===== src/rtl/mpp_pkg.sv =====
// mpp_pkg: shared definitions for the mpp core and its program memory.
//   state_t      - program-memory controller states (CLEAR/RUN/LOAD)
//   MPP_NOP      - mpp NOP opcode, used as the default memory fill
//   PROG_ADDR_W  - width of the core's program address bus
package mpp_pkg;

    typedef enum logic [1:0] {
        ST_CLEAR,
        ST_RUN,
        ST_LOAD
    } state_t;

    localparam logic [7:0] MPP_NOP     = 8'h00;
    localparam int         PROG_ADDR_W = 16;

endpackage


===== src/rtl/mpp_prog_ram.sv =====
// mpp_prog_ram: single-port synchronous byte RAM, 2^ADDR_WIDTH deep.
//   clk   - clock
//   we    - write enable; wdata is written at addr
//   addr  - port address (shared by read and write)
//   wdata - write byte
//   rdata - registered read of addr, available the cycle after
module mpp_prog_ram #(
    parameter int ADDR_WIDTH = 8
) (
    input  logic                  clk,
    input  logic                  we,
    input  logic [ADDR_WIDTH-1:0] addr,
    input  logic [7:0]            wdata,
    output logic [7:0]            rdata
);

    logic [7:0] mem [2**ADDR_WIDTH];

    always_ff @(posedge clk) begin
        if (we) mem[addr] <= wdata;
        rdata <= mem[addr];
    end

endmodule


===== src/rtl/mpp_prog_mem.sv =====
// mpp_prog_mem: program memory for the mpp instruction-fetch port, with a
// host byte-stream loader. Clears itself to FILL after reset.
//   clk, rst          - clock, synchronous active-high reset
//   fetch_en          - fetch strobe from the core
//   program_addr      - fetch address from the core
//   instruction       - fetched byte (1-cycle latency, held between fetches)
//   instr_valid       - pulse: instruction updated by a served fetch
//   cpu_hold          - memory busy (clearing or loading)
//   addr_fault        - sticky: a fetch addressed beyond the implemented depth
//   load_start        - begin a load at address 0
//   load_valid/data   - program byte stream
//   load_ready        - a byte offered this cycle will be written
//   load_end          - finish the load
//   load_count        - bytes written by the current/last load
//   load_ovf          - sticky until next load_start: byte offered while full
module mpp_prog_mem
    import mpp_pkg::*;
#(
    parameter int         ADDR_WIDTH = 8,
    parameter logic [7:0] FILL       = MPP_NOP
) (
    input  logic                   clk,
    input  logic                   rst,
    input  logic                   fetch_en,
    input  logic [PROG_ADDR_W-1:0] program_addr,
    output logic [7:0]             instruction,
    output logic                   instr_valid,
    output logic                   cpu_hold,
    output logic                   addr_fault,
    input  logic                   load_start,
    input  logic                   load_valid,
    input  logic [7:0]             load_data,
    output logic                   load_ready,
    input  logic                   load_end,
    output logic [ADDR_WIDTH:0]    load_count,
    output logic                   load_ovf
);

    localparam logic [ADDR_WIDTH-1:0] LAST_ADDR = '1;
    localparam logic [ADDR_WIDTH:0]   DEPTH     = {1'b1, {ADDR_WIDTH{1'b0}}};

    state_t                state;
    logic [ADDR_WIDTH-1:0] clr_ptr;
    logic [ADDR_WIDTH-1:0] wr_ptr;
    logic                  oob;
    logic                  oob_q;
    logic [7:0]            instr_hold;
    logic                  load_accept;

    logic                  ram_we;
    logic [ADDR_WIDTH-1:0] ram_addr;
    logic [7:0]            ram_wdata;
    logic [7:0]            ram_rdata;

    // Shift of 16-bit address yields zero when ADDR_WIDTH covers the full bus.
    assign oob         = (program_addr >> ADDR_WIDTH) != '0;
    assign cpu_hold    = (state != ST_RUN);
    assign load_ready  = (state == ST_LOAD) && (load_count < DEPTH);
    assign load_accept = load_valid && load_ready;

    // RAM rdata moves every cycle, so the last served byte is kept in
    // instr_hold and presented whenever no new fetch result is due.
    assign instruction = instr_valid ? (oob_q ? FILL : ram_rdata) : instr_hold;

    // Reads only happen in RUN and writes only in CLEAR/LOAD, so one port does.
    always_comb begin
        ram_we    = 1'b0;
        ram_addr  = program_addr[ADDR_WIDTH-1:0];
        ram_wdata = FILL;
        case (state)
            ST_CLEAR: begin
                ram_we   = 1'b1;
                ram_addr = clr_ptr;
            end
            ST_LOAD: begin
                ram_we    = load_accept;
                ram_addr  = wr_ptr;
                ram_wdata = load_data;
            end
            default: ;
        endcase
    end

    mpp_prog_ram #(.ADDR_WIDTH(ADDR_WIDTH)) u_ram (
        .clk   (clk),
        .we    (ram_we),
        .addr  (ram_addr),
        .wdata (ram_wdata),
        .rdata (ram_rdata)
    );

    always_ff @(posedge clk) begin
        if (rst) begin
            state       <= ST_CLEAR;
            clr_ptr     <= '0;
            wr_ptr      <= '0;
            load_count  <= '0;
            load_ovf    <= 1'b0;
            addr_fault  <= 1'b0;
            instr_valid <= 1'b0;
            oob_q       <= 1'b0;
            instr_hold  <= FILL;
        end else begin
            instr_valid <= 1'b0;
            if (instr_valid) instr_hold <= instruction;
            case (state)
                ST_CLEAR: begin
                    clr_ptr <= clr_ptr + 1'b1;
                    if (clr_ptr == LAST_ADDR) state <= ST_RUN;
                end
                ST_RUN: begin
                    if (fetch_en) begin
                        instr_valid <= 1'b1;
                        oob_q       <= oob;
                        if (oob) addr_fault <= 1'b1;
                    end
                    if (load_start) begin
                        state      <= ST_LOAD;
                        wr_ptr     <= '0;
                        load_count <= '0;
                        load_ovf   <= 1'b0;
                    end
                end
                ST_LOAD: begin
                    if (load_accept) begin
                        wr_ptr     <= wr_ptr + 1'b1;
                        load_count <= load_count + 1'b1;
                    end
                    if (load_valid && !load_ready) load_ovf <= 1'b1;
                    if (load_end) state <= ST_RUN;
                end
                default: state <= ST_CLEAR;
            endcase
        end
    end

endmodule


===== config.mk =====
export PLATFORM = sky130hd
export DESIGN_NAME = mpp_prog_mem
export DESIGN_NICKNAME = d
export VERILOG_FILES = /design/src/rtl/mpp_pkg.sv /design/src/rtl/mpp_prog_ram.sv /design/src/rtl/mpp_prog_mem.sv
export SDC_FILE = /design/constraint.sdc
export NUM_CORES = 2
export LEC_CHECK = 0
export BUFFER_PORTS_ARGS = -buffer_cell sky130_fd_sc_hd__buf_2
export CAP_MARGIN = 25
export CORE_ASPECT_RATIO = 0.75
export CORE_MARGIN = 2
export CORE_UTILIZATION = 40
export CTS_CLUSTER_DIAMETER = 100
export DETAILED_ROUTE_END_ITERATION = 16
export PLACE_DENSITY_LB_ADDON = 0.1
export SETUP_SLACK_MARGIN = 0.02
export SYNTH_ARGS = -nofsm -noshare
export SYNTH_HDL_FRONTEND = slang
export SYNTH_SLANG_ARGS = --single-unit

===== constraint.sdc =====
create_clock -name clk -period 7.27 [get_ports clk]
set_input_delay 1.454 -clock clk [delete_from_list [all_inputs] [get_ports clk]]
set_output_delay 1.454 -clock clk [all_outputs]
set_load 0.005 [all_outputs]

After elaboration in Yosys (flattened, before gate mapping)
Memory sizes are Yosys's and may differ from the RTL's. A register that Yosys moved wholly into a read port is not among the register bits.
Index checks and enable logic that the tools add are counted.
{"block": "word_totals", "romBits": 0, "mem_count": 1, "elab_cells": 58, "out_inout_bits": 22, "ff_bits": 39, "latchBits": 0, "ram_bits": 2048}
{"memory": "u_ram.mem", "depth": 256, "word_bits": 8, "read_ports": 1, "rd_ports_with_merged_regs": 1, "write_ports": 1, "line": "mpp_prog_ram.sv:17", "rtl": "logic [7:0] mem [2**ADDR_WIDTH];"}
{"block": "classes", "bitwise_logic": 1, "n_addsub": 3, "multipliers": 0, "n_reduce_logical": 13, "div_mod_pow": 0, "magnitude_cmp": 1, "n_mux": 21, "shift": 0, "eq_ne": 9}
{"cell": "8-bit two-way mux", "count": 5}
{"cell": "8-bit case mux with 2 select lines", "count": 2}
{"cell": "9-bit two-way mux", "count": 2}
{"cell": "9-bit case mux with 2 select lines", "count": 1}
{"cell": "8-bit by 1-bit adder with 8-bit output, second input constant", "count": 2}
{"cell": "16-bit nonzero test", "count": 1}
{"cell": "3-bit AND reduction", "count": 4}
{"cell": "9-bit by 1-bit adder with 9-bit output, second input constant", "count": 1}
{"cell": "9-bit less-than comparator, second input constant", "count": 1}
{"cell": "8-bit equality test, second input constant", "count": 1}
{"cell": "2-bit != test, second input constant", "count": 4}
{"cell": "2-bit two-way mux", "count": 3}
{"cell": "2-bit case mux with 3 select lines", "count": 1}
{"cell": "1-bit two-way mux", "count": 5}
{"cell": "2-bit by 1-bit != test with 1-bit output, second input constant", "count": 2}
{"cell": "1-bit case mux with 2 select lines", "count": 2}
{"cell": "1-bit logical AND", "count": 3}
{"cell": "2-bit by 1-bit equality test with 1-bit output, second input constant", "count": 1}
{"cell": "2-bit equality test, second input constant", "count": 1}
{"cell": "2-bit logical NOT", "count": 1}
{"cell": "2-bit AND reduction", "count": 1}
{"cell": "2-bit nonzero test", "count": 1}
{"cell": "2-bit OR reduction", "count": 1}
{"cell": "1-bit logical NOT", "count": 1}
{"cell": "1-bit inverter", "count": 1}

Longest topological paths before layout
{"block": "depth", "depth_word": 6, "mapped_depth": 14, "depth_no_buf": 10}

Cells and area by module
A second synthesis with hierarchy kept.
{"block": "unflattened", "hier_cells": 3797, "area_unflattened_um2": 80447.2}
{"mod": "mpp_prog_ram", "seq_area_each_um2": 61659.1, "cells_per_inst": 3547, "instances": 1, "area_per_inst_um2": 78492.8}
{"mod": "mpp_prog_mem", "seq_area_each_um2": 780.7, "cells_per_inst": 250, "instances": 1, "area_per_inst_um2": 1954.4}

Worst setup path before layout
OpenSTA, ideal clock, no wires.
{"block": "synth_timing", "path_kind": "in2reg", "start": "input port load_data[0]", "end": "memory u_ram.mem[0][0] (data pin)", "t_arrival_ns": 4.698, "setup_ns": 0.867, "cell_stages": 1, "slack_ns": 1.705, "required_time_ns": 6.403, "cell_sequence": "and2_1"}
{"block": "synth_between", "elab_chain_cells": 1}
{"item": "start, declared", "line": "mpp_prog_mem.sv:32", "rtl": "input logic [7:0] load_data,"}
{"item": "8-bit two-way mux", "line": "mpp_prog_mem.sv:70", "rtl": "case (state)"}
{"item": "end, declared", "line": "mpp_prog_ram.sv:17"}
Every way passes these cells.

Worst setup path after layout
{"block": "layout_timing", "start": "register state[0]", "end": "memory u_ram.mem[234][5], enable pin"}
{"block": "layout_between", "elab_chain_cells": 6, "elab_cells_between_ends": 8}
{"item": "start, declared", "line": "mpp_prog_mem.sv:42", "rtl": "state_t state;"}
{"item": "start signal, assigned", "line": "mpp_prog_mem.sv:94", "rtl": "state <= ST_CLEAR;"}
{"item": "start signal, assigned", "line": "mpp_prog_mem.sv:109", "rtl": "if (clr_ptr == LAST_ADDR) state <= ST_RUN;"}
{"item": "start signal, assigned", "line": "mpp_prog_mem.sv:118", "rtl": "state <= ST_LOAD;"}
{"item": "2-bit equality test", "line": "mpp_prog_mem.sv:58, mpp_prog_mem.sv:70"}
{"item": "1-bit logical AND", "line": "mpp_prog_mem.sv:58", "rtl": "assign load_ready = (state == ST_LOAD) && (load_count < DEPTH);"}
{"item": "1-bit logical AND", "line": "mpp_prog_mem.sv:59", "rtl": "assign load_accept = load_valid && load_ready;"}
{"item": "1-bit case mux with 2 select lines", "line": "mpp_prog_mem.sv:70"}
{"item": "1-bit two-way mux", "line": "mpp_prog_ram.sv:20", "rtl": "if (we) mem[addr] <= wdata;"}
{"item": "1-bit two-way mux (implied by the code)", "line": "mpp_prog_ram.sv:20"}
Parallel ways exist; a longest one is shown, timed or not.

==> reports/qor.yml <==
status: "completed"
p_int_mw: 19.4
vdd_drop_max_v: 0.000183
ctsRootBufferMaster: "clkbuf_16"
cts_setup_buffers: 0
cp-start-kind: "register"
fin_skew_ns: 0.0385
critPathBufInv: 2
multi_input_area_sq_um: 18100
maxCapViolCount: 0
ys_ff_latch: 2095
cp-end-kind: "register"
gp_congestion: 0.816
synthTopCellsByArea: "edfxtp_1 75%, a21oi_1 6.3%, nand2_1 4.9%"
cts_tree: "yes"
finalInstanceArea_sq_um: 91900
synth_top_area_share_pct: 74.5
routed_wirelength_mm: 248
synth_nets: 6019
arrival_ns: 5.36
synth_top_cells_by_count: "2048 x edfxtp_1, 1087 x nand2_1, 1038 x a21oi_1, 319 x nor2_1"
clock_sinks: 2095
grt.busiest_layer: "met1"
p_clk_share_pct: 40.9
core_sq_um: 205000
yosysMostFrequentCell: "edfxtp_1"
finalSetupViolations: 0
synthCells: 5986
startpoint: "state[0]"
grt_overflow: 0
synth.distinct_cells: 35
r2r_setup_slack_ns: 2.36
yosysSeqAreaShare_pct: 75.6
die_h_um: 397
ff_latch_area_sq_um: 62400
r2r-start: "state[0]"
detail_route.first_pass.iterations: 6
synth_top_area_cell: "edfxtp_1"
num_vias: 51200
synthesis.area_sq_um: 82500
wl_per_cell_um: 28.2
max_clock_freq_ghz: 0.204
worstSetupPathDepth: 8
critPathTopFamily: "simple AND/OR/NAND/NOR gates"
cpMaxStageDelayCell: "nor2_1"
grt_util_met1_pct: 36.4
worstMarginPinSlew_ns: 1.25
die-area_sq_um: 210000
fillers: 18400
regToRegEndpoint: "u_ram.mem[234][5]"
syn2layout_area_growth_pct: 11.4
finalMaxSlewViolations: 0
antenna_found_initial: 7
nNetsFinal: 5961
final-hold-violation-count: 0
h-tree-depth: 4
r2r_cells: 8
track_usage_pct: 23.0
ys_warn_count: 0
die_w_um: 529
fp-row-count: 144
use_met3_pct: 3.85
clkLatencyLatePin_ns: 0.85
p_switching_mw: 5.88
grt_setup_unrepaired: "no"
ctsHoldBuffers: 0
combinationalPowerShare_pct: 7.2
drcViolationCount: 0
switching_share_pct: 23.3
num_io_pins: 52
drt_iter0_drc: 5792
grt_pass1_wl_mm: 355
io_buffers: 51
critPathRequiredTime_ns: 7.72
crit_end: "u_ram.mem[234][5]"
crit_type: "reg2reg"
pwr_density_cell_nw_per_um2: 275
clk_path_buf_depth: 4
fin_crit_ns: 4.91
syn-mean-instance-area_sq_um: 13.8
slew_headroom_pct: 16.9
critPathMaxFanout: 19
cts_buffers: 213
cts_resized: 0
drive_above_1_share_pct: 7.91
ys_async_sr_fraction_pct: 0
placed_cell_area_sq_um: 85600
setup_tns_ns: 0
pwr-share-seq_pct: 51.9
grt_pass1_vias: 47700
cts.reportedPaths.clkPinSlew_ns: 0.06
holdCritPathClass: "reg2reg"
synth-edff-count: 2048
dp_hpwl_mm: 141
via_per_inst: 5.83
ant_nets: 0
final.period_utilization_pct: 67.5
worstPathCellList: "buf_4 > nand2_1 > o21ai_0 > buf_4 > nand2_1 > nor2_1 > nand2_2 > nor2_1"
grt_max_degree: 171
start_util_pct: 40.2
critical-path-max-stage-delay_ns: 1.06
synthFlopType: "edfxtp_1"
p_leak_nw: 32.5
met2_usage_pct: 32.8
==> placed cells by master (no fill, tap or decap), types with 18 or more instances in the layout <==
master / netlist / final
edfxtp_1: 2048 / 2048
nand2_1: 1087 / 1069
a21oi_1: 1038 / 1037
nor2_1: 319 / 317
a22oi_1: 256 / 256
a22o_1: 256 / 256
clkbuf_16: 0 / 217
o22ai_1: 192 / 192
a221oi_1: 128 / 128
buf_4: 10 / 96
clkbuf_1: 162 / 68
buf_2: 200 / 51
dfxtp_1: 47 / 47
clkinv_1: 0 / 44
clkinv_2: 0 / 35
buf_12: 0 / 32
nand3_1: 26 / 26
o21ai_0: 19 / 18
==> power by group through the flow <==
stage                     clock [mW]  combinational (mW)  sequential [mW]
after floorplan                    0                1.17             13.3
after global placement             0                1.82             13.4
after detailed placement           0                1.81             13.4
after CTS                       10.5                1.82             13.1
after global routing            11.0                1.95             13.1
final                           10.3                1.83             13.1
==> per-layer routing <==
layer | vias up | share of wire, %
met3 | 312 | 7.6
met1 | 26200 | 48
met2 | 1985 | 43
li1 | 22700 | -
met5 | - | 0
met4 | 0 | 2.2
==> how the worst min path moves through the flow <==
stage          startpoint          to  slack (ns)  cells after the start
6_report       addr_fault  addr_fault        0.46                      2
5_1_grt        addr_fault  addr_fault        0.52                      2
4_1_cts        addr_fault  addr_fault        0.47                      2
3_5_place_dp   addr_fault  addr_fault        0.46                      2
3_3_place_gp   addr_fault  addr_fault        0.45                      2
2_1_floorplan       oob_q       oob_q        0.46                      2
==> final cells by class <==
cell class              instances  share of cell area, %
clock inverters                93                  0.687
repair buffers                181                   1.82
diodes                          1                0.00272
inverters                      11                 0.0449
clock buffers                 285                   6.18
well taps                    2701                   3.68
multi-input cells            3426                   19.7
flip-flops and latches       2095                   67.9
==> worst register-to-register path, stage by stage (launching register included) <==
cell and delay (ns):
dfxtp_1 0.94, buf_4 0.38, nand2_1 0.10, o21ai_0 0.10, buf_4 0.22, nand2_1 0.09
nor2_1 0.73, nand2_2 0.88, nor2_1 1.07
==> per-stage QoR <==
stage               power (mW)  std cells  util, %  setup WS (ns)  hold WS [ns]
floorplan                 14.5       5986        -           1.71         0.458
global placement          15.2       8406     41.6           1.99         0.449
detailed placement        15.2       8413     41.7           2.04         0.457
CTS                       25.4       8791     44.8           2.28         0.470
global route              26.0       8792     44.8           2.22         0.524
finish                    25.3       8793     44.8           2.36         0.464
==> sequential cells by signal, summed over array words and instances, names as in the netlist <==
name         cells
u_ram.mem     2048
load_count       9
clr_ptr          8
instr_hold       8
u_ram.rdata      8
wr_ptr           8
state            2
addr_fault       1
instr_valid      1
load_ovf         1
oob_q            1
==> cells by family (layout without fill, tap and decap cells) <==
kind of cell | count (synthesis) | after routing | share of synthesized area (%)
fa+ha+maj | 3 | 3 | 0.0455
flops | 2095 | 2095 | 75.6
mux | 11 | 11 | 0.139
other cells | 0 | 1 | 0
compound gates | 1922 | 1922 | 14.5
simple gates | 1474 | 1474 | 6.87
xor+xnor | 16 | 16 | 0.170
buf+inv | 465 | 570 | 2.60
Power figures use the tool's default switching activity.
